### config.mk
export PLATFORM = sky130hd
export DESIGN_NAME = irq_controller
export DESIGN_NICKNAME = d
export VERILOG_FILES = /design/src/rtl/irq_controller_pkg.sv /design/src/rtl/irq_controller_pending_bank.sv /design/src/rtl/irq_controller.sv
export SDC_FILE = /design/constraint.sdc
export NUM_CORES = 1
export LEC_CHECK = 0
export CORE_ASPECT_RATIO = 0.7
export CORE_MARGIN = 2
export CORE_UTILIZATION = 43
export CTS_BUF_LIST = sky130_fd_sc_hd__clkbuf_16
export DETAILED_ROUTE_END_ITERATION = 10
export PLACE_DENSITY = 0.81
export SYNTH_ARGS = -nofsm -noshare
export SYNTH_HDL_FRONTEND = slang
export SYNTH_SLANG_ARGS = --single-unit
### constraint.sdc
create_clock -name clk -period 3.8 [get_ports clk]
set_clock_uncertainty 0.05 [all_clocks]
set_input_delay 0.57 -clock clk [delete_from_list [all_inputs] [get_ports clk]]
set_output_delay 0.57 -clock clk [all_outputs]
set_load 0.005 [all_outputs]
### src/rtl/irq_controller_pkg.sv
// ---------------------------------------------------------------------------
// irq_controller_pkg
//   Shared definitions for the interrupt controller and its bench:
//   FSM state encoding, cause codes, WAIT_K timeout, HOLD length,
//   the control word passed to the pending bank, and small helpers.
// ---------------------------------------------------------------------------
package irq_controller_pkg;

  localparam int unsigned NUM_SRC = 4;

  typedef enum logic [2:0] {
    ST_IDLE   = 3'd0,
    ST_ISSUE  = 3'd1,
    ST_WAIT_K = 3'd2,
    ST_IN_K   = 3'd3,
    ST_HOLD   = 3'd4
  } irq_state_e;

  // Cause codes: {1'b0, source index} for interrupts, EXC_UNDEF for exceptions
  localparam logic [2:0] CAUSE_TIMER   = 3'b000;
  localparam logic [2:0] CAUSE_UART_RX = 3'b001;
  localparam logic [2:0] CAUSE_UART_TX = 3'b010;
  localparam logic [2:0] CAUSE_EXT     = 3'b011;
  localparam logic [2:0] EXC_UNDEF     = 3'b100;

  // Cycles WAIT_K waits for kernel entry, and cycles spent in HOLD
  localparam int unsigned WAIT_K_TIMEOUT = 8;
  localparam int unsigned HOLD_CYCLES    = 2;

  localparam int unsigned WAIT_CNT_W = $clog2(WAIT_K_TIMEOUT);
  localparam int unsigned HOLD_CNT_W = (HOLD_CYCLES > 1) ? $clog2(HOLD_CYCLES) : 1;

  // FSM -> pending bank: clear the bit being taken, or put it back on timeout
  typedef struct packed {
    logic       take;
    logic [1:0] take_idx;
    logic       restore;
    logic [1:0] restore_idx;
  } bank_ctrl_t;

  // Index of the lowest set bit; 0 when the vector is empty
  function automatic logic [1:0] lowest_set_idx(input logic [NUM_SRC-1:0] vec);
    logic [1:0] idx;
    logic       found;
    idx   = '0;
    found = 1'b0;
    for (int unsigned i = 0; i < NUM_SRC; i++) begin
      if (vec[i] && !found) begin
        idx   = i[1:0];
        found = 1'b1;
      end
    end
    return idx;
  endfunction

  function automatic logic [2:0] src_cause(input logic [1:0] idx);
    case (idx)
      2'd0:    return CAUSE_TIMER;
      2'd1:    return CAUSE_UART_RX;
      2'd2:    return CAUSE_UART_TX;
      default: return CAUSE_EXT;
    endcase
  endfunction

endpackage

### src/rtl/irq_controller_pending_bank.sv
// ---------------------------------------------------------------------------
// irq_pending_bank
//   Rising-edge detector on the level interrupt sources, sticky pending
//   register and lowest-index priority encoder over (pending & mask).
//
//   i_clk, i_rst_n   clock, asynchronous active-low reset
//   i_irq_src        level interrupt sources
//   i_clr_wr/_wdata  write-1-to-clear of pending bits
//   i_mask           current enable mask
//   i_ctrl           take (clear) / restore (set) of one bit from the FSM
//   o_pending        sticky pending bits
//   o_any_ready      at least one pending bit is enabled
//   o_sel_idx        lowest enabled pending index
// ---------------------------------------------------------------------------
module irq_pending_bank
  import irq_controller_pkg::*;
(
  input  logic               i_clk,
  input  logic               i_rst_n,
  input  logic [NUM_SRC-1:0] i_irq_src,
  input  logic               i_clr_wr,
  input  logic [NUM_SRC-1:0] i_clr_wdata,
  input  logic [NUM_SRC-1:0] i_mask,
  input  bank_ctrl_t         i_ctrl,
  output logic [NUM_SRC-1:0] o_pending,
  output logic               o_any_ready,
  output logic [1:0]         o_sel_idx
);

  logic [NUM_SRC-1:0] r_src_q;
  logic [NUM_SRC-1:0] r_pending;
  logic [NUM_SRC-1:0] w_rise;
  logic [NUM_SRC-1:0] w_clr;
  logic [NUM_SRC-1:0] w_take;
  logic [NUM_SRC-1:0] w_restore;
  logic [NUM_SRC-1:0] w_ready;

  assign w_rise = i_irq_src & ~r_src_q;

  always_comb begin
    w_clr     = i_clr_wr ? i_clr_wdata : '0;
    w_take    = '0;
    w_restore = '0;
    if (i_ctrl.take)    w_take[i_ctrl.take_idx]       = 1'b1;
    if (i_ctrl.restore) w_restore[i_ctrl.restore_idx] = 1'b1;
  end

  // Sets (new edge or restore) are OR-ed in after clears, so a set wins
  always_ff @(posedge i_clk or negedge i_rst_n) begin
    if (!i_rst_n) begin
      r_src_q   <= '0;
      r_pending <= '0;
    end else begin
      r_src_q   <= i_irq_src;
      r_pending <= (r_pending & ~(w_clr | w_take)) | w_rise | w_restore;
    end
  end

  assign w_ready     = r_pending & i_mask;
  assign o_pending   = r_pending;
  assign o_any_ready = |w_ready;
  assign o_sel_idx   = lowest_set_idx(w_ready);

endmodule

### src/rtl/irq_controller.sv
// ---------------------------------------------------------------------------
// irq_controller
//   Interrupt/exception sequencer for a CPU with a PC[31] kernel flag.
//   Issues one interrupt at a time, waits for kernel entry (with timeout),
//   waits for the return, then holds off so a user instruction retires
//   between handlers. Undefined-instruction exceptions are signalled
//   combinationally while in user-visible states.
//
//   clk          system clock
//   reset        asynchronous active-low reset
//   irq_src      level sources: 0 timer, 1 UART-rx, 2 UART-tx, 3 external
//   mask_wr      enable-mask write strobe, mask_wdata new mask
//   clr_wr       pending write-1-to-clear strobe, clr_wdata bits to clear
//   pchigh       current kernel-mode flag (PC[31])
//   stall        no instruction retires this cycle
//   undef_instr  current instruction is unimplemented
//   Interrupt    interrupt-entry request (one cycle)
//   Exception    exception-entry request (combinational)
//   cause        interrupt source code or EXC_UNDEF
//   pending      sticky pending bits
//   mask         current enable mask
//   busy         FSM is outside IDLE/HOLD
// ---------------------------------------------------------------------------
module irq_controller
  import irq_controller_pkg::*;
(
  input  logic       clk,
  input  logic       reset,
  input  logic [3:0] irq_src,
  input  logic       mask_wr,
  input  logic [3:0] mask_wdata,
  input  logic       clr_wr,
  input  logic [3:0] clr_wdata,
  input  logic       pchigh,
  input  logic       stall,
  input  logic       undef_instr,
  output logic       Interrupt,
  output logic       Exception,
  output logic [2:0] cause,
  output logic [3:0] pending,
  output logic [3:0] mask,
  output logic       busy
);

  irq_state_e            r_state;
  irq_state_e            w_state_nxt;
  logic [WAIT_CNT_W-1:0] r_wait_cnt;
  logic [HOLD_CNT_W-1:0] r_hold_cnt;
  logic [3:0]            r_mask;
  logic [2:0]            r_cause;
  logic                  r_interrupt;

  logic                  w_any_ready;
  logic [1:0]            w_sel_idx;
  logic [3:0]            w_pending;
  logic                  w_user_window;
  logic                  w_issue;
  logic                  w_timeout;
  logic                  w_hold_done;
  bank_ctrl_t            w_bank_ctrl;

  irq_pending_bank u_bank (
    .i_clk       (clk),
    .i_rst_n     (reset),
    .i_irq_src   (irq_src),
    .i_clr_wr    (clr_wr),
    .i_clr_wdata (clr_wdata),
    .i_mask      (r_mask),
    .i_ctrl      (w_bank_ctrl),
    .o_pending   (w_pending),
    .o_any_ready (w_any_ready),
    .o_sel_idx   (w_sel_idx)
  );

  assign w_user_window = (r_state == ST_IDLE) || (r_state == ST_HOLD);

  // An undefined instruction blocks the issue, leaving the interrupt pending
  assign w_issue = (r_state == ST_IDLE) && w_any_ready && !pchigh && !stall && !undef_instr;

  assign w_timeout = (r_state == ST_WAIT_K) && !pchigh &&
                     (r_wait_cnt == WAIT_CNT_W'(WAIT_K_TIMEOUT - 1));

  assign w_hold_done = (r_hold_cnt == HOLD_CNT_W'(HOLD_CYCLES - 1));

  // r_cause[1:0] still holds the taken source index during WAIT_K
  always_comb begin
    w_bank_ctrl             = '0;
    w_bank_ctrl.take        = w_issue;
    w_bank_ctrl.take_idx    = w_sel_idx;
    w_bank_ctrl.restore     = w_timeout;
    w_bank_ctrl.restore_idx = r_cause[1:0];
  end

  always_comb begin
    w_state_nxt = r_state;
    case (r_state)
      ST_IDLE:   if (w_issue) w_state_nxt = ST_ISSUE;
      ST_ISSUE:  w_state_nxt = ST_WAIT_K;
      ST_WAIT_K: begin
        if (pchigh)         w_state_nxt = ST_IN_K;
        else if (w_timeout) w_state_nxt = ST_IDLE;
      end
      ST_IN_K:   if (!pchigh) w_state_nxt = ST_HOLD;
      ST_HOLD:   if (w_hold_done) w_state_nxt = ST_IDLE;
      default:   w_state_nxt = ST_IDLE;
    endcase
  end

  // Counters free-run inside their state and clear elsewhere; ISSUE always
  // precedes WAIT_K and IN_K always precedes HOLD, so both start at zero.
  always_ff @(posedge clk or negedge reset) begin
    if (!reset) begin
      r_state     <= ST_IDLE;
      r_wait_cnt  <= '0;
      r_hold_cnt  <= '0;
      r_mask      <= '0;
      r_cause     <= '0;
      r_interrupt <= 1'b0;
    end else begin
      r_state     <= w_state_nxt;
      r_interrupt <= w_issue;
      r_wait_cnt  <= (r_state == ST_WAIT_K) ? r_wait_cnt + 1'b1 : '0;
      r_hold_cnt  <= (r_state == ST_HOLD)   ? r_hold_cnt + 1'b1 : '0;
      if (mask_wr) r_mask  <= mask_wdata;
      if (w_issue) r_cause <= src_cause(w_sel_idx);
    end
  end

  assign Interrupt = r_interrupt;
  assign Exception = w_user_window & undef_instr & ~pchigh;
  assign cause     = Exception ? EXC_UNDEF : r_cause;
  assign pending   = w_pending;
  assign mask      = r_mask;
  assign busy      = !w_user_window;

endmodule

==> flow_summary.json, run 1 <==
{
  "p_sw_frac": 0.288,
  "dieArea_sq_um": 2690,
  "area_growth_pct": 43.2,
  "power.leakage_nw": 0.578,
  "drt_iter0_markers": 19,
  "fmax_ghz": 0.359,
  "cts_tree": "built",
  "synth_mux_area_frac": 0.0459,
  "pwr-share-seq": 0.438,
  "seq_area_frac_synth": 0.561,
  "synth_top_area_cell": "dfrtp_1",
  "clock-sinks": 22,
  "setup_viol": 0,
  "syn_nets": 107,
  "grt_max_degree": 23,
  "crit_path_top_delay_cell": "clkdlybuf4s50_1",
  "synth_area_leaders": "dfrtp_1 56%, mux2_2 4.6%, nand2_1 3.4%, nor2b_1 3.2%, nor3b_1 3.1%",
  "gr-total-overflow": 0,
  "multi_input_area_sq_um": 408,
  "drv_slew": 0,
  "worstPathArrival_ns": 2.17,
  "p_int_mw": 0.544,
  "io_buffers": 32,
  "relSlewSlack": 0.356,
  "cts_hold_buffers": 0,
  "firstDrtPassIters": 6,
  "hp-class": "reg2reg",
  "fp.dieW_um": 61.1,
  "cts_resized": 0,
  "grt_pass1_wl_um": 3820,
  "clock_power_share": 0.280,
  "cp.required_ns": 3.18,
  "syn-cell-area_sq_um": 981,
  "synth_top_family_by_area": "simple AND/OR/NAND/NOR gates",
  "cts_max_level": 1,
  "post-route-period-util": 0.733,
  "crit_fanout": 6,
  "num_vias": 828,
  "antenna_left": 0,
  "whs_ns": 0.360,
  "boundaryPins": 33,
  "clk_latency_ns": 0.25,
  "rows": 14,
  "synth_seq_cells": 22,
  "antenna_found_initial": 0,
  "via_per_inst": 5.48,
  "dpl_worst_slack_ns": 1.10,
  "synth_fa_ha_area_frac": 0.0255,
  "synthCells": 86,
  "slowest_delay_ns": 0.59,
  "finalWorstSetupSlack_ns": 1.01,
  "fin_crit_ns": 2.79,
  "grt_pass1_vias": 824,
  "regArea_sq_um": 551,
  "power_density_nw_per_um2": 544,
  "synth-xor-area-share": 0,
  "yosys.area_share.simple": 0.210,
  "pwr-share-comb": 0.283,
  "start_kind": "flop",
  "cts_setup_buffers": 0,
  "setup_tns_ns": 0,
  "start_util": 0.455,
  "tightest_slew_ns": 0.963,
  "wl_per_cell_um": 15.5,
  "nets": 142,
  "worst-path-buf-inv": 2,
  "coreArea_sq_um": 2150,
  "grt_usage": 0.202,
  "outcome": "finished clean",
  "drive_gt1_frac": 0.0756,
  "routed_wl_um": 2350,
  "setup.worst_path.end_class": "primary output",
  "place_congestion": 0.918,
  "diodes": 0,
  "cts_buffers": 3,
  "worst-setup-path-type": "reg2out",
  "cts_root_buf": "clkbuf_16",
  "maxCapViolCount": 0,
  "peakVddDrop_mv": 0.278,
  "synth_area_per_cell_sq_um": 11.4,
  "rsz0062_at_grt": "false",
  "synth_top_area_frac": 0.561,
  "fin_util": 0.652,
  "power.switching_mw": 0.220,
  "clk_pin_slew_ns": 0.05,
  "drc": 0,
  "synth-compound-area-share": 0.134,
  "placed_cells": 148,
  "hpwl_um": 1700,
  "cts_max_path_buffers": 2,
  "crit_chain": "nor2_1, inv_1, nor3b_1, clkdlybuf4s50_1",
  "num-fill-cells": 178,
  "synth_cell_type_count": 30,
  "ys.warnings.count": 0,
  "die_h_um": 44.0,
  "critical-path-top-delay-family": "simple AND/OR/NAND/NOR gates",
  "instances_no_fill": 151,
  "hold_viol": 0
}
layout by cell type, fill, tap and decap left out, types with 2 or more instances in the layout:
cell type	netlist	layout
clkdlybuf4s50_1	0	32
a311o_1	2	2
nand2_1	9	9
a21boi_0	2	2
dfrtp_1	22	22
nor2b_1	5	5
nor4_1	3	3
a22oi_1	2	2
a211oi_1	2	2
inv_1	3	3
clkbuf_16	0	3
a221o_1	2	2
nand4_1	2	2
nor3b_1	4	4
nor2_1	5	5
nor3_1	3	3
mux2_2	4	4
ha_1	2	2
sequential cells by signal, summed over array words and instances, names as in the netlist:
register,cells
r_cause,2
r_wait_cnt,3
Interrupt,1
u_bank.o_pending,4
u_bank.r_src_q,4
r_hold_cnt,1
r_state,3
mask,4
cell usage after synthesis, drive strengths merged:
master,count
a211o,1
nor4,3
a222oi,1
a311o,2
nand2b,1
nor3,3
nand2,9
nor2b,5
mux2,4
or2b,1
or4,1
o21bai,1
nor3b,4
or2,1
o22a,1
a21oi,1
clkbuf,1
ha,2
a211oi,2
nand3,1
nand4,2
buf,1
dfrtp,22
inv,3
or4b,1
a221o,2
a31oi,1
a21boi,2
nor2,5
a22oi,2
cell type report:
type | count | share of cell area
inverter | 3 | 0.00801
multi-input combinational | 59 | 0.290
clock buffer | 3 | 0.0534
timing repair buffer | 32 | 0.228
sequential | 22 | 0.392
tap | 32 | 0.0285
power by group through the flow:
| stage | clock network (mW) | registers (mW) | logic [mW] |
|---|---|---|---|
| 2_1_floorplan | 0 | 0.323 | 0.113 |
| 3_3_place_gp | 0 | 0.333 | 0.211 |
| 3_5_place_dp | 0 | 0.336 | 0.217 |
| 4_1_cts | 0.218 | 0.334 | 0.219 |
| 5_1_grt | 0.226 | 0.344 | 0.240 |
| 6_report | 0.214 | 0.335 | 0.216 |
routing by layer:
metal | part of all wire | wire length, um | up-vias | track usage
met5 | 0 | 0 | - | 0
met4 | 0.028 | 65 | 0 | 0.0826
met3 | 0.076 | 178 | 11 | 0.0657
met2 | 0.47 | 1110 | 34 | 0.315
met1 | 0.42 | 988 | 398 | 0.258
li1 | - | - | 385 | -
cell families (layout without fill, tap and decap cells):
logic type	after synthesis	after routing
buf+inv	5	38
fa+ha+maj	2	2
simple gates	37	37
flops	22	22
mux	4	4
compound gates	16	16
through the flow:
step | power [mW] | area (sq um)
after floorplan | 0.435 | 981
after global placement | 0.544 | 1330
after detailed placement | 0.554 | 1330
after CTS | 0.771 | 1410
after global routing | 0.809 | 1410
final | 0.765 | 1410
path summary, 6_finish.rpt:
kind,slack [ns],cells past startpoint,start,to
worst max-delay path,1.01,4,r_state[1],Exception
worst min-delay path,0.36,1,r_hold_cnt,r_hold_cnt
worst max register to register,1.83,3,r_state[1],u_bank.o_pending[3]
worst min register to register,0.36,1,r_hold_cnt,r_hold_cnt
max in group asynchronous,2.31,1,reset,r_state[2]
min in group asynchronous,0.80,1,reset,r_wait_cnt[1]
worst reg2reg max path: stages (launching register included):
cell and delay [ns]:
dfrtp_1 0.43, or4_4 0.55, or4b_1 0.52, a221o_1 0.31
No activity file was read; power rests on OpenSTA's default activity.
==> inputs of run 2 (changes only) <==
--- a/config.mk
+++ b/config.mk
@@ -7,10 +7,10 @@
 export LEC_CHECK = 0
 export CORE_ASPECT_RATIO = 0.7
 export CORE_MARGIN = 2
-export CORE_UTILIZATION = 43
+export CORE_UTILIZATION = 40
 export CTS_BUF_LIST = sky130_fd_sc_hd__clkbuf_16
 export DETAILED_ROUTE_END_ITERATION = 10
-export PLACE_DENSITY = 0.81
+export PLACE_DENSITY = 0.79
 export SYNTH_ARGS = -nofsm -noshare
 export SYNTH_HDL_FRONTEND = slang
 export SYNTH_SLANG_ARGS = --single-unit
==> constraint.sdc (replaced) <==
create_clock -name clk -period 2.5 [get_ports clk]
set_clock_uncertainty 0.05 [all_clocks]
set_input_delay 0.375 -clock clk [delete_from_list [all_inputs] [get_ports clk]]
set_output_delay 0.375 -clock clk [all_outputs]
set_load 0.005 [all_outputs]
==> flow_summary.json, run 2 (same netlist as run 1, synthesis figures left out) <==
{
  "maxCapViolCount": 0,
  "cts_max_path_buffers": 2,
  "clk_pin_slew_ns": 0.06,
  "crit_path_top_delay_cell": "clkdlybuf4s50_1",
  "worstPathArrival_ns": 1.81,
  "dieArea_sq_um": 2870,
  "cts_setup_buffers": 0,
  "holdPathStages": 1,
  "cp.required_ns": 2.08,
  "start_util": 0.438,
  "cts_max_level": 1,
  "grt_pass1_vias": 828,
  "hpwl_um": 1800,
  "rows": 14,
  "multi_input_area_sq_um": 413,
  "num-fill-cells": 179,
  "die_h_um": 45.4,
  "power_density_nw_per_um2": 893,
  "worst-setup-path-type": "reg2out",
  "diodes": 0,
  "whs_ns": 0.364,
  "drc": 0,
  "nets": 145,
  "worst-path-buf-inv": 2,
  "tightest_slew_ns": 0.492,
  "clk_latency_ns": 0.25,
  "cts_buffers": 3,
  "io_buffers": 32,
  "most-common-layout-cells": "32 x clkdlybuf4s50_1, 22 x dfrtp_1, 9 x nand2_1, 5 x nor2_1, 5 x nor2b_1",
  "outcome": "finished clean",
  "clock-sinks": 22,
  "setup_tns_ns": 0,
  "relSlewSlack": 0.672,
  "path_depth": 4,
  "post-route-period-util": 0.893,
  "grt_max_degree": 23,
  "boundaryPins": 33,
  "cts_root_buf": "clkbuf_16",
  "place_congestion": 0.857,
  "drv_slew": 0,
  "fin_crit_ns": 2.23,
  "slowest_delay_ns": 0.56,
  "crit_fanout": 6,
  "firstDrtPassIters": 4,
  "hold_viol": 0,
  "num_vias": 871,
  "wl_per_cell_um": 15.8,
  "via_per_inst": 5.62,
  "critical-path-top-delay-family": "buffers and inverters",
  "antenna_found_initial": 0,
  "setup_viol": 0,
  "start_kind": "flop",
  "drt_iter0_markers": 47,
  "r2r_cells": 3,
  "grt_usage": 0.188,
  "p_total_mw": 1.31,
  "mostFrequentLayoutCell": "clkdlybuf4s50_1",
  "fp.dieW_um": 63.2,
  "fmax_ghz": 0.448,
  "cts_tree": "built",
  "grt_pass1_wl_um": 3920,
  "power.leakage_nw": 0.609,
  "gr-total-overflow": 0,
  "area_growth_pct": 49.1,
  "coreArea_sq_um": 2240,
  "drive_gt1_frac": 0.114,
  "regArea_sq_um": 551,
  "antenna_left": 0,
  "rsz0062_at_grt": "false",
  "crit_chain": "nor2_1, inv_1, nor3b_2, clkdlybuf4s50_1",
  "routed_wl_um": 2450,
  "setup.worst_path.end_class": "primary output",
  "hp-class": "reg2reg",
  "peakVddDrop_mv": 0.577
}
run 2: changes by cell type in the layout (fill, tap and decap cells not counted):
cell / change
buf_4: +3
nor3b_1: -1
nor3b_2: +1
bufinv_16: +1
run 2: final timing paths:
check                           start             endpoint  slack (ns)
hold / removal             r_hold_cnt           r_hold_cnt        0.36
min in group asynchronous       reset        r_wait_cnt[0]        0.42
hold reg to reg            r_hold_cnt           r_hold_cnt        0.36
setup reg to reg           r_state[1]  u_bank.o_pending[3]        0.50
setup / recovery           r_state[1]             cause[2]        0.27
max in group asynchronous       reset           r_cause[1]        1.75
run 2: final cells by class:
| cell class | count | area share |
|---|---|---|
| multi-input cells | 59 | 0.282 |
| flip-flops and latches | 22 | 0.376 |
| inverters | 3 | 0.00770 |
| well taps | 32 | 0.0274 |
| clock buffers | 3 | 0.0513 |
| repair buffers | 35 | 0.234 |
| clock inverters | 1 | 0.0205 |
run 2: where the power goes:
| group | internal (mW) | switching, mW | total, mW |
|---|---|---|---|
| clock network | 0.318 | 0.124 | 0.442 |
| logic | 0.202 | 0.151 | 0.353 |
| registers | 0.428 | 0.0828 | 0.510 |
run 2: repair_timing:
action	in CTS	in global routing
endpoints found under the setup margin	0	2
endpoints found under the hold margin	0	0
hold buffers	0	0
resized for setup	0	1
run 2: stage by stage:
step | setup WS [ns] | std cells | util | cell area [sq um]
2_1_floorplan | 0.615 | 86 | - | 981
3_3_place_gp | 0.150 | 151 | 0.603 | 1350
3_5_place_dp | 0.135 | 151 | 0.603 | 1350
4_1_cts | 0.119 | 155 | 0.650 | 1460
5_1_grt | 0.159 | 155 | 0.652 | 1460
6_report | 0.267 | 155 | 0.652 | 1460
run 2: layer usage:
metal,up-vias,track usage,part of all wire
met3,4,0.0619,0.074
met2,46,0.304,0.48
met5,-,0,0
met4,0,0.0783,0.012
met1,427,0.238,0.43
li1,394,-,-
